<file path="src/rtl/sdram_reader.sv">
// rtl/sdram_reader.sv - Avalon-MM ring-buffer readback engine with credit-limited output FIFO.
// Optional SDRAM_READER_ERR_EN adds a sticky err flag for nonzero readdata[63:32].
module sdram_reader #(
  parameter int unsigned RBUF_SIZE  = 20000,
  parameter int unsigned FIFO_DEPTH = 4
) (
  input  logic        clk,
  input  logic        reset,
  input  logic        start,
  input  logic [31:0] base_addr,
  input  logic [31:0] start_index,
  input  logic [15:0] word_count,
  output logic        busy,
  output logic        done,
  output logic [31:0] address,
  output logic        read,
  input  logic        waitrequest,
  input  logic [63:0] readdata,
  input  logic        readdatavalid,
  output logic [31:0] out_data,
  output logic        out_valid,
  input  logic        out_ready
`ifdef SDRAM_READER_ERR_EN
  ,
  output logic        err
`endif
);

  localparam int PW = (FIFO_DEPTH > 1) ? $clog2(FIFO_DEPTH) : 1;
  localparam int CW = $clog2(FIFO_DEPTH + 1);
  localparam logic [CW:0]   DEPTH_W  = (CW + 1)'(FIFO_DEPTH);
  localparam logic [PW-1:0] LAST_PTR = PW'(FIFO_DEPTH - 1);

  typedef enum logic [1:0] {S_IDLE, S_ISSUE, S_DRAIN} state_t;

  state_t      state;
  logic [31:0] base_q;
  logic [31:0] index;
  logic [15:0] remaining;
  logic [CW-1:0] outstanding;
  logic [CW-1:0] count;
  logic [PW-1:0] wr_ptr;
  logic [PW-1:0] rd_ptr;
  logic [31:0] mem [FIFO_DEPTH];

  logic          accept;
  logic          push;
  logic          pop;
  logic [CW-1:0] out_nxt;
  logic [CW-1:0] cnt_nxt;
  logic [15:0]   rem_nxt;
  logic [31:0]   idx_adv;
  logic          credit;

  assign out_valid = (count != '0);
  assign out_data  = out_valid ? mem[rd_ptr] : 32'd0;

  // Credit looks at post-update occupancy so a read accepted this cycle already counts.
  always_comb begin
    accept  = read & ~waitrequest;
    push    = readdatavalid & (state != S_IDLE);
    pop     = out_valid & out_ready;
    out_nxt = outstanding + CW'(accept) - CW'(push);
    cnt_nxt = count + CW'(push) - CW'(pop);
    rem_nxt = remaining - 16'(accept);
    idx_adv = (index >= RBUF_SIZE) ? 32'd0 : index + 32'd2;
    credit  = (({1'b0, out_nxt} + {1'b0, cnt_nxt}) < DEPTH_W);
  end

  always_ff @(posedge clk) begin
    if (push) begin
      mem[wr_ptr] <= readdata[31:0];
    end
  end

  always_ff @(posedge clk) begin
    if (reset) begin
      state       <= S_IDLE;
      base_q      <= 32'd0;
      index       <= 32'd0;
      remaining   <= 16'd0;
      outstanding <= '0;
      count       <= '0;
      wr_ptr      <= '0;
      rd_ptr      <= '0;
      busy        <= 1'b0;
      done        <= 1'b0;
      address     <= 32'd0;
      read        <= 1'b0;
    end else begin
      done        <= 1'b0;
      outstanding <= out_nxt;
      count       <= cnt_nxt;
      if (push) begin
        wr_ptr <= (wr_ptr == LAST_PTR) ? '0 : wr_ptr + 1'b1;
      end
      if (pop) begin
        rd_ptr <= (rd_ptr == LAST_PTR) ? '0 : rd_ptr + 1'b1;
      end
      case (state)
        S_IDLE: begin
          if (start) begin
            base_q    <= base_addr;
            index     <= start_index;
            remaining <= word_count;
            if (word_count == 16'd0) begin
              done <= 1'b1;
            end else begin
              state   <= S_ISSUE;
              busy    <= 1'b1;
              address <= base_addr + start_index;
              read    <= 1'b1;
            end
          end
        end
        S_ISSUE: begin
          remaining <= rem_nxt;
          if (accept) begin
            index   <= idx_adv;
            address <= base_q + idx_adv;
          end
          read <= (rem_nxt != 16'd0) && credit;
          if (rem_nxt == 16'd0) begin
            state <= S_DRAIN;
          end
        end
        S_DRAIN: begin
          read <= 1'b0;
          if (outstanding == '0 && count == '0) begin
            state <= S_IDLE;
            busy  <= 1'b0;
            done  <= 1'b1;
          end
        end
        default: state <= S_IDLE;
      endcase
    end
  end

`ifdef SDRAM_READER_ERR_EN
  always_ff @(posedge clk) begin
    if (reset) begin
      err <= 1'b0;
    end else if (state == S_IDLE && start) begin
      err <= 1'b0;
    end else if (push && readdata[63:32] != 32'd0) begin
      err <= 1'b1;
    end
  end
`else
  logic unused_hi;
  assign unused_hi = ^readdata[63:32];
`endif

endmodule

</file>
<file path="config.mk">
export PLATFORM = sky130hd
export DESIGN_NAME = sdram_reader
export DESIGN_NICKNAME = d
export VERILOG_FILES = /design/src/rtl/sdram_reader.sv
export SDC_FILE = /design/constraint.sdc
export NUM_CORES = 1
export LEC_CHECK = 0
export CAP_MARGIN = 20
export CELL_PAD_IN_SITES_DETAIL_PLACEMENT = 2
export CELL_PAD_IN_SITES_GLOBAL_PLACEMENT = 2
export CORE_MARGIN = 1
export CORE_UTILIZATION = 37
export DETAILED_ROUTE_END_ITERATION = 10
export PLACE_DENSITY_LB_ADDON = 0.1
export SKIP_CTS_REPAIR_TIMING = 1
export SLEW_MARGIN = 20
export SYNTH_ARGS = -nofsm -noshare
export SYNTH_HDL_FRONTEND = slang
export SYNTH_SLANG_ARGS = --single-unit
export TNS_END_PERCENT = 50
</file>
<file path="constraint.sdc">
create_clock -name clk -period 8 [get_ports clk]
set_input_delay 1.6 -clock clk [delete_from_list [all_inputs] [get_ports clk]]
set_output_delay 1.6 -clock clk [all_outputs]
set_load 0.05 [all_outputs]
</file>
==> results.ini <==
[timing]
final.min_clock_period_ps=4970
tightest_slew_ps=1080
finalHoldViolCount=0
timing.setup.tns_ps=0
timing.final.max_slew_violations=0
finalCritPeriodShare_pct=62.2
setup-violations-final=0
clock-skew-final_ps=12.5
grt_setup_unrepaired=no
maxSlewHeadroom_pct=27.8
fmax_mhz=201

[global_route]
initial_antenna_violation_count=5
grt_start_max_net_pins=70
first_pass_grt_wire_length_mm=77.3
gr-usage-all-layers_pct=25.5
grt-ovfl-total=0
grt_pass1_vias=13173

[clock_tree]
clk_root_buffer_cell=clkbuf_16
clock_sink_count=257
ctsLongestPathBuffers=3
source_to_sink_clock_delay_at_the_later_pin_of_the_worst_skew_pair_ps=600
cts-htree-levels=1
cts_inserted_buffers=31
cts.reportedPaths.clkPinSlew_ps=60
cts_tree=done

[layout]
area_growth_syn_to_layout_pct=23.2
nNetsFinal=1863
fin_area_um2=17600
post_route_cells_drive_above_1_share_pct=8.08
layout.filler_cells=4039

[power_and_ir_drop]
power_density_nw_per_um2=265
power.share.combinational_pct=36.2
power.static_leakage_nw=6.52
internal_power_w=0.00293
power.share.sequential_pct=33.5
power.clock.fraction_pct=30.4
power.net_switching_w=0.00175
power.share.switching_pct=37.3
peakVddDrop_uv=188

[setup_path]
worst_r2r_endpoint=address[24]
cp_slowest_stage_delay_ps=550
highest_delay_cell_along_the_critical_path=a21oi_1
critical_path_peak_fanout=27
endpoint=address[24]
ff2ff_setup_slack_ps=3030
worst_setup_path_startpoint=index[15]
worst_path_most_repeated_cell=a21oi_1
cp_data_required_time_ps=8470
timing.critical_path.cells=nor4_1 > nand4_1 > nor4_1 > nand2_1 > buf_4 > nor2_1 > ha_1 > fa_1 > a21oi_1 > o211ai_1 > a211oi_1 > a21oi_1 > a211oi_1 > or3b_2 > a21oi_1 > nor3_1
setup.worst_path.start_class=flop
worst-r2r-cell-count=16
crit-reg2reg-launch=index[15]
critPathCaptureType=flop
setup.worst_path.class=flop to flop
critical_path_arrival_ps=5450

[die]
floorplan.rows=71
die_x_um=199
floorplan.die.height_um=199
floorplan.initialDensity_pct=37.8
core-area_um2=37800
top_level_ports=218
die-area_um2=39500

[routing]
drc=0
detailedRoute.firstPassIterationCount=5
drt-vias-per-instance=5.59
drt_iter0_drc=581
vias=12136
routed_wire_length_per_instance_um=23.1
routed_wirelength_mm=50.1
drt.antenna.violating_nets=0

[synthesis]
synth_ff_type=dfxtp_1
netlist_area_um2=14300
synth_async_sr_flop_share_pct=0
syn-instance-count=1465
synth_edf_count=128
synth.ff_latch_count=257
synth_cell_type_count=91
ys_seq_area_share_pct=44.9
syn_avg_cell_area_um2=9.77
count_of_warnings_emitted_by_yosys=0

[placed_design]
gp_congestion=0.819
port-buffer-count=185
dp_hpwl_mm=35.7
detailed_place.area_um2=16600

[worst_hold_path]
min-delay-path-class=flop to flop

[run]
maxCapViolations=0

[outcome]
result_of_the_run=finished clean

-- kinds of logic (layout without fill, tap and decap cells) --
kind of cell / Yosys count / after routing / synth area share (%)
and+or+nand+nor: 533 / 533 / 17.6
AOI/OAI and AO/OA: 381 / 381 / 17.7
DFF: 257 / 257 / 44.9
buffers and inverters: 116 / 294 / 3.57
adders and majority gates: 80 / 80 / 7.20
xor gates and xnor gates: 59 / 59 / 3.61
muxes: 38 / 38 / 5.45
other: 1 / 19 / 0.0262
-- critical path, delay by kind of cell (launching register included) --
family,cells,cell delay [ps]
fa+ha+maj,2,510
flops,1,310
compound gates,6,1650
buf+inv,1,290
simple gates,7,2070
-- sequential cells by signal, indices dropped and copies added, names as in the netlist, 2 cells and up, named ones only --
| signal | flops |
|---|---|
| remaining | 16 |
| state | 2 |
| mem | 128 |
| address | 32 |
| base_q | 32 |
| count | 3 |
| rd_ptr | 2 |
| index | 32 |
| wr_ptr | 2 |
| outstanding | 3 |
-- Yosys cell counts (10+ instances only) --
cell type,count,area share (%)
a211oi_1,26,1.4
a21o_1,24,1.3
a21oi_1,151,5.3
a311oi_1,12,0.73
and2_1,41,1.8
and3_1,11,0.48
buf_1,13,0.34
clkbuf_1,57,1.5
dfxtp_1,129,18
edfxtp_1,128,27
ha_1,76,6.6
inv_1,36,0.94
mux4_2,32,5.0
nand2_1,186,4.9
nand3_1,44,1.5
nand4_1,13,0.57
nor2_1,134,3.5
nor2b_1,13,0.57
nor3_1,32,1.1
nor4_1,10,0.44
o211ai_1,13,0.68
o21a_1,11,0.58
o21ai_0,50,1.7
or3_1,12,0.52
xnor2_1,36,2.2
xor2_1,23,1.4
-- stage by stage --
step                instances  power [W]  worst slack (ps)  hold slack [ps]  utilization (%)
floorplan                1480    0.00271              3980              432                -
global placement         2111    0.00322              2690              441             43.9
detailed placement       2111    0.00328              2580              451             43.9
CTS                      2169    0.00474              3010              459             46.6
global route             2169    0.00490              2820              480             46.6
finish                   2172    0.00468              3030              455             46.6
-- layout by cell type, fill, tap and decap left out, types with 32 or more instances in the layout --
master	n
nand2_1	186
clkdlybuf4s50_1	184
a21oi_1	151
nor2_1	132
dfxtp_1	128
edfxtp_1	128
ha_1	76
o21ai_0	50
nand3_1	44
and2_1	40
inv_1	36
xnor2_1	36
nor3_1	32
mux4_2	32
-- how the worst min path moves through the flow --
| stage | slack [ps] | start | endpoint | depth (start not counted) |
|---|---|---|---|---|
| 2_1_floorplan | 430 | index[18] | index[18] | 2 |
| 6_report | 460 | index[20] | index[20] | 2 |
| 3_3_place_gp | 440 | index[29] | index[29] | 2 |
| 5_1_grt | 480 | base_q[20] | base_q[20] | 2 |
| 3_5_place_dp | 450 | index[20] | index[20] | 2 |
| 4_1_cts | 460 | index[20] | index[20] | 2 |
-- final cells by class --
| type | count | area (µm²) | area share, % |
|---|---|---|---|
| Antenna cell | 3 | 7.51 | 0.0425 |
| Inverter | 36 | 135 | 0.766 |
| Clock buffer | 48 | 930 | 5.27 |
| Tap cell | 511 | 639 | 3.62 |
| Sequential cell | 257 | 6430 | 36.4 |
| Multi-Input combinational cell | 1107 | 7450 | 42.2 |
| Timing Repair Buffer | 200 | 1960 | 11.1 |
| Clock inverter | 10 | 92.6 | 0.525 |
-- routing by layer --
metal / part of all wire (%) / vias up / track usage, %
li1: - / 5731 / -
met1: 44 / 6046 / 32.3
met2: 49 / 271 / 44.7
met3: 4.8 / 82 / 4.15
met4: 2.7 / 6 / 7.09
met5: 0.074 / - / 0
-- power groups by stage --
stage                     combinational [W]  sequential (W)  clock [W]
after global routing                0.00182         0.00158    0.00151
final                               0.00169         0.00157    0.00142
after CTS                           0.00171         0.00157    0.00146
after floorplan                     0.00105         0.00166          0
after detailed placement            0.00168         0.00159          0
after global placement              0.00163         0.00159          0
Note: power is estimated with default switching activity, not from simulation.
